--- src/rtl/seq_num_allocator.sv ---
// Circular sequence-number allocator: grants tail, retires head, optional squash.
// Squash support is built only when SEQ_NUM_ALLOCATOR_SQUASH_EN is defined.
module seq_num_allocator #(
    parameter int p_seq_num_bits = 5
) (
    input  logic                      clk,
    input  logic                      rst,
    input  logic                      alloc_val,
    output logic                      alloc_rdy,
    output logic [p_seq_num_bits-1:0] alloc_seq_num,
    input  logic                      commit_val,
    input  logic [p_seq_num_bits-1:0] commit_seq_num,
    input  logic                      squash_val,
    input  logic [p_seq_num_bits-1:0] squash_seq_num,
    output logic [p_seq_num_bits:0]   count,
    output logic                      full,
    output logic                      empty,
    output logic                      err
);

    localparam int W = p_seq_num_bits;
    localparam logic [W:0] D = (W+1)'(2**W);

`ifdef SEQ_NUM_ALLOCATOR_SQUASH_EN
    localparam bit SQ_EN = 1'b1;
`else
    localparam bit SQ_EN = 1'b0;
`endif

    logic [W-1:0] head;
    logic [W-1:0] tail;
    logic [W:0]   count_r;
    logic         err_r;

    logic [W-1:0] head_n;
    logic [W-1:0] tail_n;
    logic [W:0]   count_n;
    logic         err_n;

    logic [W-1:0] sq_off;
    logic         sq_in_range;
    logic         squash_fire;
    logic         squash_bad;
    logic         commit_ok;
    logic         commit_bad;
    logic         alloc_fire;

    assign count = count_r;
    assign err   = err_r;
    assign full  = (count_r == D);
    assign empty = (count_r == '0);

    // Offset of the squash target from head, modulo D.
    assign sq_off      = squash_seq_num - head;
    assign sq_in_range = ({1'b0, sq_off} < count_r);
    assign squash_fire = SQ_EN && squash_val && sq_in_range;
    assign squash_bad  = SQ_EN && squash_val && !sq_in_range;

    assign commit_ok  = commit_val && !empty && (commit_seq_num == head);
    assign commit_bad = commit_val && !commit_ok;

    assign alloc_seq_num = tail;
    assign alloc_rdy     = !full && !squash_fire;
    assign alloc_fire    = alloc_val && alloc_rdy;

    always_comb begin
        head_n  = head;
        tail_n  = tail;
        count_n = count_r;
        err_n   = err_r || commit_bad || squash_bad;
        if (commit_ok) begin
            head_n = head + 1'b1;
        end
        if (squash_fire) begin
            // Survivors run head..squash_seq_num; a same-cycle commit drops head.
            tail_n = squash_seq_num + 1'b1;
            if (commit_ok) begin
                count_n = {1'b0, sq_off};
            end else begin
                count_n = {1'b0, sq_off} + 1'b1;
            end
        end else begin
            if (alloc_fire) begin
                tail_n = tail + 1'b1;
            end
            unique case ({alloc_fire, commit_ok})
                2'b10:   count_n = count_r + 1'b1;
                2'b01:   count_n = count_r - 1'b1;
                default: count_n = count_r;
            endcase
        end
    end

    always_ff @(posedge clk) begin
        if (rst) begin
            head    <= '0;
            tail    <= '0;
            count_r <= '0;
            err_r   <= 1'b0;
        end else begin
            head    <= head_n;
            tail    <= tail_n;
            count_r <= count_n;
            err_r   <= err_n;
        end
    end

endmodule

--- config.mk ---
export PLATFORM = sky130hd
export DESIGN_NAME = seq_num_allocator
export DESIGN_NICKNAME = d
export VERILOG_FILES = /design/src/rtl/seq_num_allocator.sv
export SDC_FILE = /design/constraint.sdc
export NUM_CORES = 1
export LEC_CHECK = 0
export ABC_AREA = 1
export BUFFER_PORTS_ARGS = -buffer_cell sky130_fd_sc_hd__buf_2
export CORE_MARGIN = 2
export CORE_UTILIZATION = 40
export DETAILED_ROUTE_END_ITERATION = 6
export GPL_TIMING_DRIVEN = 0
export HOLD_SLACK_MARGIN = 0.03
export PLACE_DENSITY_LB_ADDON = 0.3
export SYNTH_ARGS = -nofsm -noshare
export SYNTH_HDL_FRONTEND = slang
export SYNTH_SLANG_ARGS = --single-unit
--- constraint.sdc ---
create_clock -name clk -period 2.2 [get_ports clk]
set_input_delay 0.22 -clock clk [delete_from_list [all_inputs] [get_ports clk]]
set_output_delay 0.22 -clock clk [all_outputs]
set_load 0.02 [all_outputs]
==> Word level (Yosys, flattened, before mapping) <==
Cells that the tools add are included.
{ "word_totals": {"wordCells": 23, "regBits": 17} }
{ "classes": {"muxes": 1, "addsub": 4, "n_eq_ne": 4, "n_reduce_logical": 10} }
{ "ops": {"columns": ["op", "count"], "rows": [
  ["$pmux 6 s2", 1],
  ["$add 5x1->5 const B", 2],
  ["$add 6x1->6 const B", 1],
  ["$eq 6x6->1 const B", 1],
  ["$logic_not 6->1", 1],
  ["$sub 6x1->6 const B", 1],
  ["$eq 5x5->1", 1],
  ["$logic_and 1x1->1", 4],
  ["$logic_not 1->1", 3],
  ["$eq 2x1->1 const B", 1],
  ["$eq 2x2->1 const B", 1],
  ["$reduce_bool 2->1", 1],
  ["$logic_or 1x1->1", 1]
]} }

==> Logic depth before layout (Yosys ltp) <==
Gate-level depths: netlist (run 1).
{ "depth": {"ltp_word": 7, "mapped_depth": 17, "mapped_depth_nobuf": 16} }

==> Worst setup path after synthesis (run 1) <==
Ideal clock, no wire load.
{ "synth_path": {"path_kind": "register -> register", "start": "register count_r[5] (netlist: count[5])", "end": "register count_r[4] (netlist: count[4])", "slack_ns": -0.006, "period_less_slack_ns": 2.206, "arrival_time_ns": 2.091, "t_required_ns": 2.085, "path_stages_with_launch": 12, "path_cell_list": "dfxtp_1 > nor2_1 > nand3_2 > nand2_4 > nor2_8 > ha_1 > inv_1 > fa_1 > o21ai_0 > nor2_1 > o21ai_0 > inv_1"} }
{ "synth_via": {"elab_chain_cells": 6, "word_cells_on_any_way": 11, "cone_classes": "eq/ne: 3; mux: 1; reduce/logical: 7"} }
{ "synth_lines": {"columns": ["element", "line_no", "rtl"], "rows": [
  ["start, declared", "32", "logic [W:0] count_r;"],
  ["start signal, assigned", "103", "count_r <= count_n;"],
  ["$logic_not 6->1 *", "51", "assign empty = (count_r == '0);"],
  ["$logic_not 1->1 *", "59", "assign commit_ok = commit_val && !empty && (commit_seq_num == head);"],
  ["$logic_and 1x1->1 * (2 in a row)", "59", null],
  ["net commit_ok", "44", "logic commit_ok;"],
  ["$eq 2x1->1 / $eq 2x2->1 (equally long branches)", "86", "unique case ({alloc_fire, commit_ok})"],
  ["$pmux 6 s2 / $reduce_bool 2->1 (equally long branches)", null, null]
]} }
Mark *: on every way through the listed nets, which the timed path passes. The rest lies on a longest branch.
A chain may end at the register's enable or synchronous reset.

==> Worst setup path in the final report (run 1) <==
{ "layout_path": {"start": "register count_r[3] (netlist: count[3])", "end": "register count_r[4] (netlist: count[4])"} }
The elaborated chain is that of the path after synthesis.

==> run metrics, run 1 <==
status=completed; worst skew pair latency=280 ps; maximum vdd drop=0.202 mV; antenna violations before repair=0; RSZ-0062 raised after global routing=false; worst path cell trace=nor2_4 -> nand3_2 -> nand2_4 -> nor2_8 -> ha_4 -> ha_1 -> a21oi_1 -> o21ai_2 -> nand2_1 -> nand2_1 -> o21ai_1 -> inv_1; Setup TNS Final=0 ps; Yosys Warn Count=0; clk root buf=clkbuf_4; Mapped Area=1240 µm²; CTS buffer count=3; die height=59.8 µm; sw frac=34.3%; Final setup viols=0; sequential share of power=48.8%; Worst Path Arrival=2220 ps; vias in the first global route=921; non-filler cells, final=234; share of layout cells above drive strength 1=29.9%; Req. time, crit path=2390 ps; Setup Skew=2.38 ps; First-pass DRT Iterations=4; largest net degree at the start of global routing=11; Crit. End Element=flop; combinational power share=28.7%; initial core utilization=41.4%; total power=0.000712 W; slew at the pin with the worst max-slew slack=485 ps; Final ANT Viol Nets=0; Max-Cap Viols=0; Tmin final=2030 ps; fin util=48.7%; Top-Level Pins=30; Setup CP Type=reg2reg; GPL Wtd Cong=0.740; CTS sink count=17; crit share post-route=92.2%; static leakage=0.744 nW; most used cell, CP=nand2_1; sequential share of the synthesized area=27.4%; Int Pwr=0.000468 W; # rows=20; FMAX=0.493 GHz; Post-Syn Instances=174; dpl cells=230; nets@finish=225; CP max stage delay=380 ps; Worst-path clk slew=90 ps; Worst Path Max Fanout=6; H-tree depth=1; Synth Register Bits=17; CTS Hold Bufs=0; # diodes=0; Placeable Area=3000 µm²; HPWL Detailed=1.81 mm; die area=3570 µm²; Filler cells=318; gr ovfl total=0; cell family with most CP delay=simple AND/OR/NAND/NOR gates; Synth top area share=27.4%; Worst setup SP type=flop; GRT Util Overall=14.1%; residual DRC count=0; Area Overhead vs Synth=17.5%; vias per cell=4.59; first-pass GRT wire length=3.82 mm; CTS max path bufs=2; Synth area leader=dfxtp_1; Cell Pwr Density=488 nW/µm²; PortBufs=23; WL/cell=9.69 µm; routed vias=1,075; syn nets=197; max-slew violations=0; Unique masters post-synth=25; Iteration-0 DRC Markers=20; clock share of power=22.4%; Routed Wire Length=2.27 mm; synthesized area per cell=7.15 µm²; worst path bufs/invs=1; Slew HR=67.6%; Sw Pwr=0.000245 W; Slowest-stage cell, CP=dfxtp_1; ranking of synthesized cells by area=dfxtp_1 27%, nand2_1 9.7%, inv_1 8.5%; crit path from=count[3]$_SDFFE_PP0P_; CTS tree=built; r2r startpoint=count[3]$_SDFFE_PP0P_; Hold Crit Class=in2reg; hold path start=commit_val; width of the die=59.8 µm; final hold vios=0
synth_stat cells, drive strengths merged:
master and instances:
nand3 13, nand2 43, xor2 4, fa 1, nor2 22, xnor2 4
clkbuf 1, nand4 1, dfxtp 17, o21ai 11, buf 1, inv 32
a21oi 13, or2 1, nand3b 2, ha 7, nor3 1
worst min-delay path, cell delays in order:
cell and delay, ps:
buf_2 120, o21ai_0 70, a21oi_1 60
timing repair:
action / in CTS / in global routing
gates resized for setup: 3 / 7
buffers inserted: 0 / 0
gates cloned: 0 / 0
endpoints found under the setup margin: 1 / 3
sequential cells by signal, summed over array words and instances (netlist names):
name and flops:
count 6, head 5, err 1, alloc_seq_num 5
power by group through the flow:
stage	registers [W]	logic [W]	clock network, W
floorplan	0.000368	0.000130	0
global route	0.000352	0.000231	0.000179
global placement	0.000352	0.000199	0
finish	0.000348	0.000205	0.000160
detailed placement	0.000352	0.000202	0
CTS	0.000345	0.000204	0.000168
cell type report:
cell class	instances	area, µm²	area share (%)
clock buffers	3	22.5	1.54
multi-input cells	123	795	54.4
inverters	32	123	8.39
repair buffers	23	115	7.88
well taps	33	41.3	2.83
clock inverters	1	5.00	0.342
plain buffers	2	15.0	1.03
flip-flops and latches	17	345	23.6
cells by family (layout without fill, tap and decap cells):
family	count (synthesis)	count (layout)	synth area share, %
buffers and inverters	34	61	11.1
AOI/OAI and AO/OA	24	24	9.66
DFF	17	17	27.4
and+or+nand+nor	83	83	37.6
xor gates and xnor gates	8	8	5.63
adders and majority gates	8	8	8.65
cells in the final DEF (no fill, tap or decap):
cell type | Yosys | layout
a21oi_1 | 13 | 13
buf_2 | 0 | 23
buf_6 | 1 | 1
clkbuf_1 | 1 | 1
clkbuf_4 | 0 | 3
clkinv_2 | 0 | 1
dfxtp_1 | 17 | 13
dfxtp_2 | 0 | 4
fa_2 | 0 | 1
ha_1 | 7 | 6
ha_4 | 0 | 1
inv_1 | 28 | 28
inv_2 | 3 | 3
inv_4 | 1 | 1
nand2_1 | 32 | 32
nand2_2 | 7 | 7
nand2_4 | 4 | 4
nand3_1 | 12 | 12
nand3_2 | 1 | 1
nand3b_1 | 2 | 2
nand4_4 | 1 | 1
nor2_1 | 14 | 14
nor2_4 | 5 | 7
nor2_8 | 1 | 1
nor3_1 | 1 | 1
o21ai_0 | 11 | 9
o21ai_1 | 0 | 1
o21ai_2 | 0 | 1
or2_1 | 1 | 1
xnor2_1 | 4 | 4
xor2_1 | 4 | 4
path summary, 6_finish.rpt:
kind,end,slack [ps],cells after the start
setup / recovery,count[4]$_SDFFE_PP0P_,170,12
hold / removal,err$_SDFF_PP0_,230,3
setup reg to reg,count[4]$_SDFFE_PP0P_,170,12
hold reg to reg,err$_SDFF_PP0_,450,2
per-layer routing:
layer	global-route usage (%)	routed length, µm	vias to the layer above
met4	5.71	36	0
met5	0	0	-
met1	17.9	1100	459
li1	-	-	596
met3	2.60	62	4
met2	23.3	1060	16
through the flow:
| stage | instance area (µm²) | hold slack [ps] | setup WS, ps |
|---|---|---|---|
| after global placement | 1400 | 441 | -101 |
| after global routing | 1460 | 234 | 19.2 |
| after detailed placement | 1400 | 440 | -103 |
| after CTS | 1440 | 211 | 65.4 |
| after floorplan | 1250 | 376 | 35.1 |
| final | 1460 | 228 | 171 |
No activity file was read; power rests on OpenSTA's default activity.
==> run 2: changes to the inputs <==
==> constraint.sdc (replaced) <==
create_clock -name clk -period 2.2 [get_ports clk]
set_input_delay 0.22 -clock clk [delete_from_list [all_inputs] [get_ports clk]]
set_output_delay 0.22 -clock clk [all_outputs]
set_load 0.05 [all_outputs]
==> run 2 against run 1 <==
  * Register-to-register slack about the same
  * Largest power group unchanged
  * Wire length down 0.79%
  * Largest cell class unchanged
  * Maximum frequency down 0.11%
  * Final cell count up 0.43%
  * Non-clock buffer count up 1
  * Critical path depth up 1
  * Clock-buffer cell count unchanged
  * Design area up 1.8%
  * Sequential share of layout area up 0.59 points
  * Total power up 6.7%
==> run metrics, run 2 (synthesized netlist as in run 1, its figures left out) <==
area of the multi-input gates=798 µm²; largest net degree at the start of global routing=11; Setup CP Type=reg2reg; max-slew violations=0; Setup TNS Final=0 ps; vias in the first global route=961; GPL Wtd Cong=0.760; Worst-path clk slew=90 ps; nets@finish=226; Crit. End Element=flop; Cell Pwr Density=511 nW/µm²; # rows=20; Hold Crit Class=in2reg; Iteration-0 DRC Markers=31; HPWL Detailed=1.87 mm; routed vias=1,108; CTS Hold Bufs=0; Top-Level Pins=30; CTS sink count=17; Setup Skew=1.48 ps; CTS max path bufs=2; most frequent cells in the layout=32 x nand2_1, 28 x inv_1, 23 x buf_2; antenna violations before repair=0; GRT Util Overall=14.3%; Routed Wire Length=2.25 mm; Slew HR=71.2%; commonest non-fill, non-tap cell in the layout=nand2_1; first-pass GRT wire length=3.89 mm; crit share post-route=92.3%; Worst setup SP type=flop; Final setup viols=0; width of the die=59.8 µm; die area=3570 µm²; WL/cell=9.57 µm; Placeable Area=3000 µm²; Worst Path Arrival=2210 ps; vias per cell=4.71; final hold vios=0; # diodes=0; Max-Cap Viols=0; Area Overhead vs Synth=19.6%; maximum vdd drop=0.329 mV; RSZ-0062 raised after global routing=false; Filler cells=312; initial core utilization=41.4%; slew at the pin with the worst max-slew slack=432 ps; residual DRC count=0; Tmin final=2030 ps; static leakage=0.752 nW; FMAX=0.492 GHz; share of layout cells above drive strength 1=32.7%; die height=59.8 µm; CTS buffer count=3; H-tree depth=1; fin util=49.5%; First-pass DRT Iterations=4; gr ovfl total=0; PortBufs=23; Worst Path Max Fanout=6; clk root buf=clkbuf_4; Final ANT Viol Nets=0; Largest register FFs=6; flip-flop and latch area=360 µm²; worst skew pair latency=280 ps; status=completed; CTS tree=built; Req. time, crit path=2380 ps
[run 2: per-layer routing]
metal  vias up  part of all wire (%)  GRT usage [%]
met5         -                     0              0
met4         0                   1.2           7.62
met3         2                   3.4           1.30
met2        17                    50           24.7
met1       488                    45           17.2
li1        601                     -              -
[run 2: layout make-up]
type,instances,area share (%)
timing repair buffer,24,8.24
clock buffer,3,1.51
sequential,17,24.2
multi-input combinational,123,53.7
clock inverter,1,0.336
tap,33,2.78
inverter,32,8.24
buffer,2,1.01
[run 2: through the flow]
| step | hold WS [ps] | instances | instance area, µm² | worst slack, ps | total power (W) |
|---|---|---|---|---|---|
| 2_1_floorplan | 369 | 174 | 1280 | 51.2 | 0.000556 |
| 3_3_place_gp | 440 | 230 | 1440 | 56.6 | 0.000608 |
| 3_5_place_dp | 448 | 230 | 1440 | 36.1 | 0.000611 |
| 4_1_cts | 206 | 234 | 1470 | 21.7 | 0.000772 |
| 5_1_grt | 228 | 235 | 1490 | 13.8 | 0.000815 |
| 6_report | 219 | 235 | 1490 | 169 | 0.000760 |
[run 2: what timing repair did]
item,CTS,global route
setup buffers,0,1
resized for setup,0,5
endpoints found under the setup margin,0,3
[run 2: report_power, final]
| part | internal, W | leakage (nW) | switching (W) | total [W] |
|---|---|---|---|---|
| logic | 0.0000763 | 0.591 | 0.000178 | 0.000254 |
| registers | 0.000326 | 0.143 | 0.0000227 | 0.000348 |
| clock network | 0.0000674 | 0.0177 | 0.0000906 | 0.000158 |
[run 2: final timing paths]
| path | cells past startpoint | startpoint | end | slack (ps) |
|---|---|---|---|---|
| max | 13 | head[4]$_SDFFE_PP0P_ | count[4]$_SDFFE_PP0P_ | 170 |
| min | 4 | rst | count[4]$_SDFFE_PP0P_ | 220 |
| max reg2reg | 13 | head[4]$_SDFFE_PP0P_ | count[4]$_SDFFE_PP0P_ | 170 |
| min reg2reg | 2 | err$_SDFF_PP0_ | err$_SDFF_PP0_ | 450 |
[run 2: worst max-delay path, stage by stage, from the launching register on]
cell and delay [ps]:
dfxtp_1 370, inv_1 80, nand2_1 70, nand2_2 70, nor2_4 120, nand2_4 80, nor2_8 120, ha_4 190
inv_1 60, fa_2 350, o21ai_2 160, nor2_1 50, o21ai_0 140, inv_1 60
